`src/rtl/hdmi_timing_scanout.sv`:
```
// Programmable HSYNC/VSYNC/DE timing generator with per-line frame-buffer fetch requests.
// Timing and base address are double-buffered and only change on frame boundaries.
module hdmi_timing_scanout #(
    parameter int unsigned C_CNT_BITS       = 12,
    parameter int unsigned C_ADDR_BITS      = 6,
    parameter logic [31:0] C_DEFAULT_BASE   = 32'h8000_0000,
    parameter logic [31:0] C_DEFAULT_STRIDE = 32'd7680,
    parameter int unsigned C_H_ACTIVE       = 1920,
    parameter int unsigned C_H_TOTAL        = 2200,
    parameter int unsigned C_HS_START       = 2008,
    parameter int unsigned C_HS_END         = 2052,
    parameter int unsigned C_V_ACTIVE       = 1080,
    parameter int unsigned C_V_TOTAL        = 1125,
    parameter int unsigned C_VS_START       = 1084,
    parameter int unsigned C_VS_END         = 1089
) (
    input  logic                   CLK,
    input  logic                   RST,
    input  logic                   WE,
    input  logic [C_ADDR_BITS-1:0] WADDR,
    input  logic [31:0]            WDATA,
    input  logic                   RE,
    input  logic [C_ADDR_BITS-1:0] RADDR,
    output logic [31:0]            RDATA,
    output logic                   HSYNC,
    output logic                   VSYNC,
    output logic                   DE,
    output logic [C_CNT_BITS-1:0]  PIX_X,
    output logic [C_CNT_BITS-1:0]  PIX_Y,
    output logic                   LINE_REQ,
    output logic [31:0]            LINE_ADDR,
    output logic [C_CNT_BITS-1:0]  LINE_Y,
    output logic                   IRQ
);

    typedef logic [C_CNT_BITS-1:0] cnt_t;
    localparam cnt_t ONE = cnt_t'(1);

    typedef enum logic [C_ADDR_BITS-3:0] {
        REG_CTRL, REG_H0, REG_H1, REG_V0, REG_V1, REG_BASE, REG_STRIDE, REG_STATUS
    } reg_idx_e;

    typedef enum logic {ST_IDLE, ST_RUN} state_e;

    state_e state;
    logic [3:0]  ctrl;
    logic [31:0] base, stride, active_base;
    logic        pending;
    cnt_t        h, v;
    cnt_t h_active_p, h_total_p, hs_start_p, hs_end_p;
    cnt_t v_active_p, v_total_p, vs_start_p, vs_end_p;
    cnt_t h_active_s, h_total_s, hs_start_s, hs_end_s;
    cnt_t v_active_s, v_total_s, vs_start_s, vs_end_s;

    logic enable, hs_pol, vs_pol, irq_en;
    assign enable = ctrl[0];
    assign hs_pol = ctrl[1];
    assign vs_pol = ctrl[2];
    assign irq_en = ctrl[3];

    logic [C_ADDR_BITS-3:0] widx, ridx;
    assign widx = WADDR[C_ADDR_BITS-1:2];
    assign ridx = RADDR[C_ADDR_BITS-1:2];

    logic unused_addr_lsbs;
    assign unused_addr_lsbs = ^{WADDR[1:0], RADDR[1:0]};

    logic we_base, irq_clr, active, h_last, v_last, req_hit, commit, frame_start, vblank;
    cnt_t next_line;

    always_comb begin
        we_base     = WE && (widx == REG_BASE);
        irq_clr     = WE && (widx == REG_STATUS) && WDATA[2];
        active      = (state == ST_RUN) && enable;
        h_last      = (h == h_total_s - ONE);
        v_last      = (v == v_total_s - ONE);
        next_line   = v_last ? '0 : v + ONE;
        req_hit     = active && (h == h_active_s) && (next_line < v_active_s);
        commit      = req_hit && (next_line == '0);
        frame_start = active && (h == '0) && (v == '0);
        vblank      = (v >= v_active_s);
    end

    // Program-side register file and registered read port.
    always_ff @(posedge CLK or posedge RST) begin
        if (RST) begin
            ctrl       <= '0;
            base       <= C_DEFAULT_BASE;
            stride     <= C_DEFAULT_STRIDE;
            h_active_p <= cnt_t'(C_H_ACTIVE);
            h_total_p  <= cnt_t'(C_H_TOTAL);
            hs_start_p <= cnt_t'(C_HS_START);
            hs_end_p   <= cnt_t'(C_HS_END);
            v_active_p <= cnt_t'(C_V_ACTIVE);
            v_total_p  <= cnt_t'(C_V_TOTAL);
            vs_start_p <= cnt_t'(C_VS_START);
            vs_end_p   <= cnt_t'(C_VS_END);
        end else if (WE) begin
            case (widx)
                REG_CTRL:   ctrl <= WDATA[3:0];
                REG_H0: begin
                    h_total_p  <= WDATA[16 +: C_CNT_BITS];
                    h_active_p <= WDATA[0 +: C_CNT_BITS];
                end
                REG_H1: begin
                    hs_end_p   <= WDATA[16 +: C_CNT_BITS];
                    hs_start_p <= WDATA[0 +: C_CNT_BITS];
                end
                REG_V0: begin
                    v_total_p  <= WDATA[16 +: C_CNT_BITS];
                    v_active_p <= WDATA[0 +: C_CNT_BITS];
                end
                REG_V1: begin
                    vs_end_p   <= WDATA[16 +: C_CNT_BITS];
                    vs_start_p <= WDATA[0 +: C_CNT_BITS];
                end
                REG_BASE:   base   <= WDATA;
                REG_STRIDE: stride <= WDATA;
                default: ;
            endcase
        end
    end

    logic [31:0] rdata_next;

    always_comb begin
        rdata_next = '0;
        case (ridx)
            REG_CTRL:   rdata_next = {28'd0, ctrl};
            REG_H0:     rdata_next = {16'(h_total_p), 16'(h_active_p)};
            REG_H1:     rdata_next = {16'(hs_end_p), 16'(hs_start_p)};
            REG_V0:     rdata_next = {16'(v_total_p), 16'(v_active_p)};
            REG_V1:     rdata_next = {16'(vs_end_p), 16'(vs_start_p)};
            REG_BASE:   rdata_next = base;
            REG_STRIDE: rdata_next = stride;
            REG_STATUS: rdata_next = {16'(v), 13'd0, IRQ, vblank, pending};
            default:    rdata_next = '0;
        endcase
    end

    always_ff @(posedge CLK or posedge RST) begin
        if (RST) begin
            RDATA <= '0;
        end else if (RE) begin
            RDATA <= rdata_next;
        end
    end

    // Counter FSM, shadow timing, and all registered video/fetch outputs.
    always_ff @(posedge CLK or posedge RST) begin
        if (RST) begin
            state       <= ST_IDLE;
            h           <= '0;
            v           <= '0;
            h_active_s  <= cnt_t'(C_H_ACTIVE);
            h_total_s   <= cnt_t'(C_H_TOTAL);
            hs_start_s  <= cnt_t'(C_HS_START);
            hs_end_s    <= cnt_t'(C_HS_END);
            v_active_s  <= cnt_t'(C_V_ACTIVE);
            v_total_s   <= cnt_t'(C_V_TOTAL);
            vs_start_s  <= cnt_t'(C_VS_START);
            vs_end_s    <= cnt_t'(C_VS_END);
            active_base <= C_DEFAULT_BASE;
            pending     <= 1'b0;
            IRQ         <= 1'b0;
            HSYNC       <= 1'b0;
            VSYNC       <= 1'b0;
            DE          <= 1'b0;
            PIX_X       <= '0;
            PIX_Y       <= '0;
            LINE_REQ    <= 1'b0;
            LINE_ADDR   <= '0;
            LINE_Y      <= '0;
        end else begin
            if (!enable) begin
                state <= ST_IDLE;
                h     <= '0;
                v     <= '0;
            end else if (state == ST_IDLE) begin
                // Start on the last line so the line-0 fetch precedes frame 0.
                state      <= ST_RUN;
                h          <= '0;
                v          <= v_total_p - ONE;
                h_active_s <= h_active_p;
                h_total_s  <= h_total_p;
                hs_start_s <= hs_start_p;
                hs_end_s   <= hs_end_p;
                v_active_s <= v_active_p;
                v_total_s  <= v_total_p;
                vs_start_s <= vs_start_p;
                vs_end_s   <= vs_end_p;
            end else if (h_last) begin
                h <= '0;
                if (v_last) begin
                    v          <= '0;
                    h_active_s <= h_active_p;
                    h_total_s  <= h_total_p;
                    hs_start_s <= hs_start_p;
                    hs_end_s   <= hs_end_p;
                    v_active_s <= v_active_p;
                    v_total_s  <= v_total_p;
                    vs_start_s <= vs_start_p;
                    vs_end_s   <= vs_end_p;
                end else begin
                    v <= v + ONE;
                end
            end else begin
                h <= h + ONE;
            end

            DE    <= active && (h < h_active_s) && (v < v_active_s);
            HSYNC <= (active && (h >= hs_start_s) && (h < hs_end_s)) ^ hs_pol;
            VSYNC <= (active && (v >= vs_start_s) && (v < vs_end_s)) ^ vs_pol;
            PIX_X <= h;
            PIX_Y <= v;

            LINE_REQ <= req_hit;
            if (req_hit) begin
                LINE_Y <= next_line;
                if (commit) begin
                    LINE_ADDR <= pending ? base : active_base;
                end else begin
                    LINE_ADDR <= LINE_ADDR + stride;
                end
            end
            if (commit && pending) begin
                active_base <= base;
            end

            // A BASE write coinciding with commit stays pending for the next frame.
            if (we_base) begin
                pending <= 1'b1;
            end else if (commit) begin
                pending <= 1'b0;
            end

            if (frame_start && irq_en) begin
                IRQ <= 1'b1;
            end else if (irq_clr) begin
                IRQ <= 1'b0;
            end
        end
    end

endmodule
```
`config.mk`:
```
export PLATFORM = sky130hd
export DESIGN_NAME = hdmi_timing_scanout
export DESIGN_NICKNAME = d
export VERILOG_FILES = /design/src/rtl/hdmi_timing_scanout.sv
export SDC_FILE = /design/constraint.sdc
export NUM_CORES = 1
export LEC_CHECK = 0
export BUFFER_PORTS_ARGS = -buffer_cell sky130_fd_sc_hd__buf_2
export CORE_UTILIZATION = 55
export CTS_CLUSTER_SIZE = 20
export DETAILED_ROUTE_END_ITERATION = 12
export PLACE_DENSITY_LB_ADDON = 0.08
export SLEW_MARGIN = 10
export SYNTH_ARGS = -nofsm -noshare
export SYNTH_HDL_FRONTEND = slang
export SYNTH_SLANG_ARGS = --single-unit
```
`constraint.sdc`:
```
create_clock -name CLK -period 11.75 [get_ports CLK]
set_clock_uncertainty 0.15 [all_clocks]
set_input_delay 0.5875 -clock CLK [delete_from_list [all_inputs] [get_ports CLK]]
set_output_delay 0.5875 -clock CLK [all_outputs]
set_load 0.02 [all_outputs]
```
==> qor.csv, run 1 <==
stage;metric;value;unit
placed_design;place_ws;5.16;ns
layout;drive_gt1_share;26.2;%
worst_hold_path;hold_path_class;input port to register;
layout;layout.nets;2332;
job;drv_cap;0;
critical_path;critical_path.max_fanout;40;
timing;slew_headroom;24.3;%
timing;tightest_slew;1.11;ns
layout;postLayoutCoreUtil;63.4;%
synth;yosys.area_share.simple;10.9;%
worst_hold_path;hold_path.startpoint;WDATA[13];
layout;antenna_cells;0;
synth;synth.avg_cell_area;10.8;sq um
synth;synth_area_leaders;dfrtp_1 40%, mux2_2 12%, dfstp_2 8.8%, ha_1 6.8%, nand2_1 3.6%;
clocking;clk_pin_slew_worst_paths;0.06;ns
power;peakVddDrop;0.132;mV
synth;synth_compound_area_share;11.4;%
synth;postSynthCellCount;2040;
timing;finalCriticalPeriod;6.64;ns
critical_path;start_kind;register;
global_routing;grt_pass1_wl;99700;um
critical_path;r2r_slack;5.11;ns
global_routing;grt_pass1_vias;16500;
global_routing;grt_max_degree;180;
synth;postSynth.asyncResetShare;100;%
timing;finalCritPeriodShare;56.5;%
floorplan;dieArea;40800;sq um
synth;syn-num-nets;2208;
critical_path;max_stage_delay;0.68;ns
route;wl;64400;um
clocking;cts_buffer_depth;3;
floorplan;dieHeight;202;um
route;drt_first_iter_violations;1460;
timing;fin_setup_tns;0;ns
synth;ys_top_cells_by_count;349 x dfrtp_1, 228 x mux2_2, 213 x nand2_1;
timing;hold_ws;0.0967;ns
placed_design;dp_cells;2633;
synth;yosysTopAreaCell;dfrtp_1;
synth;synth_most_common_cell;dfrtp_1;
synth;ys.warnings.count;0;
floorplan;die_w;202;um
clocking;cts_tree;yes;
critical_path;cp_cell_sequence;or4_1 > or4_1 > a22oi_1 > nand4_1 > a211oi_4 > nor2_1 > ha_1 > or3_1 > nor3_1 > o21ai_0 > a31o_2 > buf_4 > inv_2 > buf_4 > nand3b_1 > a221oi_1 > nor3_1;
route;final_antenna_net_count;0;
layout;final_cells;2720;
synth;synth_adder_area_share;6.86;%
synth;synthFlopType;dfrtp_1;
critical_path;reg2reg_to;LINE_ADDR[31];
critical_path;cp.arrival;6.96;ns
critical_path;worstRegToRegCells;17;
synth;synth-xor-area-share;3.38;%
route;vias;16500;
clocking;clock_latency;0.59;ns
layout;design_area;24800;sq um
power;p_leak;11.8;nW
synth;synth_mux_area_share;15.4;%
global_routing;grt_usage;32.3;%
floorplan;initial_core_util;56.3;%
timing;slew_violations;0;
synth;synth_top_family_by_area;multiplexers;
floorplan;rows;72;
route;firstDrtPassIters;5;
synth;synth.cell_area;22000;sq um
clocking;cts-root-buf;clkbuf_16;
route;wl_per_cell;23.7;um
worst_hold_path;holdPathStages;2;
critical_path;path_class;register to register;
synth;synth_edf_count;0;
floorplan;pin_count;153;
floorplan;fp.coreArea;39100;sq um
critical_path;required;12.07;ns
status;status;finished, final reports clean;
placed_design;dpl.hpwl;45000;um
timing;setup_viol;0;
power;powerDensity;215;nW/um^2
power;p_total;5.33;mW
synth;ys_seq_area_share;48.5;%
critical_path;timing.rr.start;v_total_s[3];
critical_path;end_kind;register;
clocking;htree_levels;2;
placed_design;gp_routability_congestion;0.946;
critical_path;cp_num_buf_inv;3;
synth;synth_top_area_share;39.7;%
worst_hold_path;holdPathEnd;base[13];
placed_design;placement.io_buffers;148;
synth;ys_ff_latch;423;
synth;ys_types;66;
timing;rsz0062_at_grt;no;
route;drc;0;
layout;area_delta_synth_final;12.7;%
placed_design;placed_cell_area;23300;sq um
global_routing;grt_overflow;0;
global_routing;grt_antenna_before_repair;0;
clocking;cts_made_buffers;46;
critical_path;cp_top_family;simple AND/OR/NAND/NOR gates;
critical_path;slowest_stage;a211oi_4;
clocking;cts_sinks;423;
timing;fmax;151;MHz
timing;hold_violations;0;
route;via_per_inst;6.08;
timing;worst_slack;5.11;ns
==> placed cells by master, fill, tap and decap left out, drive strengths merged, types with 59 or more instances in the layout <==
master	synthesis	layout
clkbuf	78	64
dfrtp	349	349
mux2	262	262
inv	100	101
nand2	213	213
a22oi	59	59
nor2	131	131
buf	23	176
dfstp	74	74
a21oi	73	73
ha	119	119
o21ai	78	78
==> final cells by class <==
cell class | instances | area, sq um
Tap cell | 518 | 648
Timing Repair Buffer | 177 | 986
Sequential cell | 423 | 10700
Inverter | 100 | 379
Clock buffer | 64 | 1300
Clock inverter | 22 | 196
Multi-Input combinational cell | 1416 | 10600
Fill cell | 3279 | 14300
==> worst max path at each step <==
| stage | from | end | slack [ns] | depth (start not counted) |
|---|---|---|---|---|
| 2_1_floorplan | RST | DE | 5.37 | 1 |
| 3_3_place_gp | v_total_s[3] | LINE_ADDR[31] | 5.27 | 17 |
| 3_5_place_dp | v_total_s[3] | LINE_ADDR[31] | 5.16 | 17 |
| 4_1_cts | v_total_s[3] | LINE_ADDR[31] | 5.17 | 17 |
| 5_1_grt | v_total_s[3] | LINE_ADDR[31] | 4.76 | 17 |
| 6_report | v_total_s[3] | LINE_ADDR[31] | 5.11 | 17 |
==> flip-flops by register name (all words and copies together), names as in the netlist, 32 cells and up <==
name	flops
stride	32
active_base	32
RDATA	32
base	32
LINE_ADDR	32
==> metal layers <==
layer	share of wire, %	wire, um	GRT usage [%]
met1	45	28900	45.8
met2	46	29300	50.1
met3	5.9	3770	4.64
met4	3.7	2410	13.3
met5	0	0	0
==> power by group <==
| group | total [mW] | switching [mW] | internal [mW] |
|---|---|---|---|
| Sequential | 2.26 | 0.377 | 1.88 |
| Clock | 1.43 | 0.613 | 0.822 |
| Combinational | 1.64 | 0.896 | 0.742 |
==> logic make-up (layout without fill, tap and decap cells) <==
family | count (synthesis) | count (layout)
DFF | 423 | 423
xor gates and xnor gates | 85 | 85
adders and majority gates | 120 | 120
muxes | 305 | 305
and+or+nand+nor | 526 | 526
buffers and inverters | 201 | 363
AOI/OAI and AO/OA | 380 | 380
==> timing repair <==
action / 4_1_cts / 5_1_grt
gates resized for setup: 0 / 0
endpoints found under the setup margin: 0 / 0
endpoints found under the hold margin: 16 / 0
hold buffers: 1 / 0
buffers inserted: 0 / 0
(Power assumes the default switching activity.)
==> run 2: changes to the inputs <==
==> constraint.sdc (replaced) <==
create_clock -name CLK -period 6.4 [get_ports CLK]
set_clock_uncertainty 0.15 [all_clocks]
set_input_delay 0.32 -clock CLK [delete_from_list [all_inputs] [get_ports CLK]]
set_output_delay 0.32 -clock CLK [all_outputs]
set_load 0.02 [all_outputs]
==> qor.csv, run 2 (synthesis gave the netlist of run 1 again) <==
stage;metric;value;unit;change
status;status;finished, final reports clean;;
critical_path;slowest_stage;or4_1;;
layout;area_delta_synth_final;14.5;%;
layout;mostFrequentLayoutCell;dfrtp_1;;
timing;setup_viol;0;;unchanged
power;p_leak;12.0;nW;+1.4%
timing;rsz0062_at_grt;no;;
clocking;post_cts_buffers;0;;unchanged
global_routing;grt_antenna_before_repair;0;;unchanged
power;powerDensity;397;nW/um^2;+85%
clocking;clock_latency;0.58;ns;about the same
timing;slew_headroom;23.6;%;-0.68 points
route;via_per_inst;6.06;;-0.28%
clocking;cts_tree;yes;;
route;drc;0;;unchanged
clocking;cts_sinks;423;;unchanged
critical_path;end_kind;register;;
clocking;cts_buffer_depth;3;;unchanged
clocking;cts_resized;0;;unchanged
floorplan;die_w;202;um;unchanged
critical_path;max_stage_delay;0.55;ns;-0.13 ns
timing;fin_setup_tns;0;ns;unchanged
clocking;cts-root-buf;clkbuf_16;;
global_routing;grt_pass1_wl;101000;um;+1.6%
placed_design;placed_cell_area;23300;sq um;+0.11%
floorplan;rows;72;;unchanged
timing;tightest_slew;1.15;ns;+0.0388 ns
timing;finalCritPeriodShare;87.5;%;+31 points
global_routing;grt_pass1_vias;16700;;+1.5%
layout;final_cell_mix;349 x dfrtp_1, 228 x mux2_2, 212 x nand2_1;;
worst_hold_path;hold_path_class;input port to register;;
placed_design;gp_routability_congestion;0.923;;-2.5%
timing;hold_ws;0.0474;ns;-0.0493 ns
critical_path;critical_path.max_fanout;26;;-35%
route;final_antenna_net_count;0;;unchanged
floorplan;dieArea;40800;sq um;unchanged
power;peakVddDrop;0.232;mV;+76%
clocking;htree_levels;2;;unchanged
layout;postLayoutCoreUtil;64.4;%;+1.0 points
global_routing;grt_max_degree;163;;-9.4%
critical_path;path_class;register to register;;
floorplan;dieHeight;202;um;unchanged
floorplan;fp.coreArea;39100;sq um;unchanged
route;firstDrtPassIters;5;;unchanged
layout;layout.nets;2362;;+1.3%
global_routing;grt_overflow;0;;unchanged
placed_design;place_ws;0.918;ns;-4.24 ns
route;wl;65700;um;+1.9%
layout;drive_gt1_share;26.1;%;-0.18 points
route;wl_per_cell;23.9;um;+0.91%
layout;final_cells;2747;;+0.99%
critical_path;cp_cell_sequence;or4_1 > or4_1 > a22oi_1 > nand4_1 > a211oi_4 > nor2_1 > ha_1 > or3_1 > nor3_1 > o21ai_0 > a31o_2 > inv_2 > buf_4 > nor2_1 > a31oi_1;;
critical_path;required;6.74;ns;-5.33 ns
job;drv_cap;0;;unchanged
route;drt_first_iter_violations;1239;;-15%
global_routing;grt_usage;32.9;%;+0.51 points
placed_design;dp_cells;2637;;+0.15%
critical_path;start_kind;register;;
floorplan;initial_core_util;56.3;%;unchanged
timing;worst_slack;0.801;ns;-4.31 ns
clocking;clk_pin_slew_worst_paths;0.06;ns;about the same
route;vias;16700;;+0.71%
clocking;cts_made_buffers;45;;-2.2%
timing;hold_violations;0;;unchanged
timing;finalCriticalPeriod;5.60;ns;-1.04 ns
clocking;cts_hold_buf;28;;+27
placed_design;dpl.hpwl;46000;um;+2.2%
placed_design;placement.io_buffers;148;;unchanged
layout;antenna_cells;0;;unchanged
critical_path;cp.arrival;5.94;ns;-1.02 ns
floorplan;pin_count;153;;unchanged
power;p_total;10.0;mW;+87%
timing;fmax;179;MHz;+19%
timing;slew_violations;0;;unchanged
layout;design_area;25200;sq um;+1.6%
[run 2: final timing paths]
kind                       slack (ns)  cells past startpoint            to         start
hold reg to reg                  0.31                      2     LINE_Y[3]     LINE_Y[3]
max in group asynchronous        4.51                      4     RDATA[23]           RST
setup reg to reg                 0.80                     15  LINE_ADDR[6]  v_total_s[3]
setup / recovery                 0.80                     15  LINE_ADDR[6]  v_total_s[3]
min in group asynchronous        0.19                      3     PIX_X[11]           RST
hold / removal                   0.05                      2   hs_end_p[2]     WDATA[18]
[run 2: final cells by class]
cell class	count	area (sq um)
inverter	100	379
multi-input combinational	1416	10600
fill	3158	13900
clock buffer	63	1320
tap	518	648
clock inverter	19	273
timing repair buffer	208	1290
sequential	423	10700
[run 2: critical path, delay by kind of cell (launching register included)]
family / cells / cell delay, ns
adder cells (fa/ha/maj): 1 / 0.27
flip-flops: 1 / 0.45
buffers and inverters: 2 / 0.80
AO/OA/AOI/OAI: 5 / 1.48
AND/OR/NAND/NOR: 7 / 2.32
[run 2: report_power, final]
group | internal (mW) | total, mW | switching (mW)
Combinational | 1.38 | 3.08 | 1.70
Sequential | 3.46 | 4.12 | 0.664
Clock | 1.68 | 2.79 | 1.11
[run 2: per-layer routing]
metal	global-route usage, %	vias to the layer above	wire length (um)
met5	0	-	0
li1	-	7583	-
met3	4.47	159	3560
met2	51.7	516	30100
met4	16.3	0	3210
met1	44.8	8395	28800
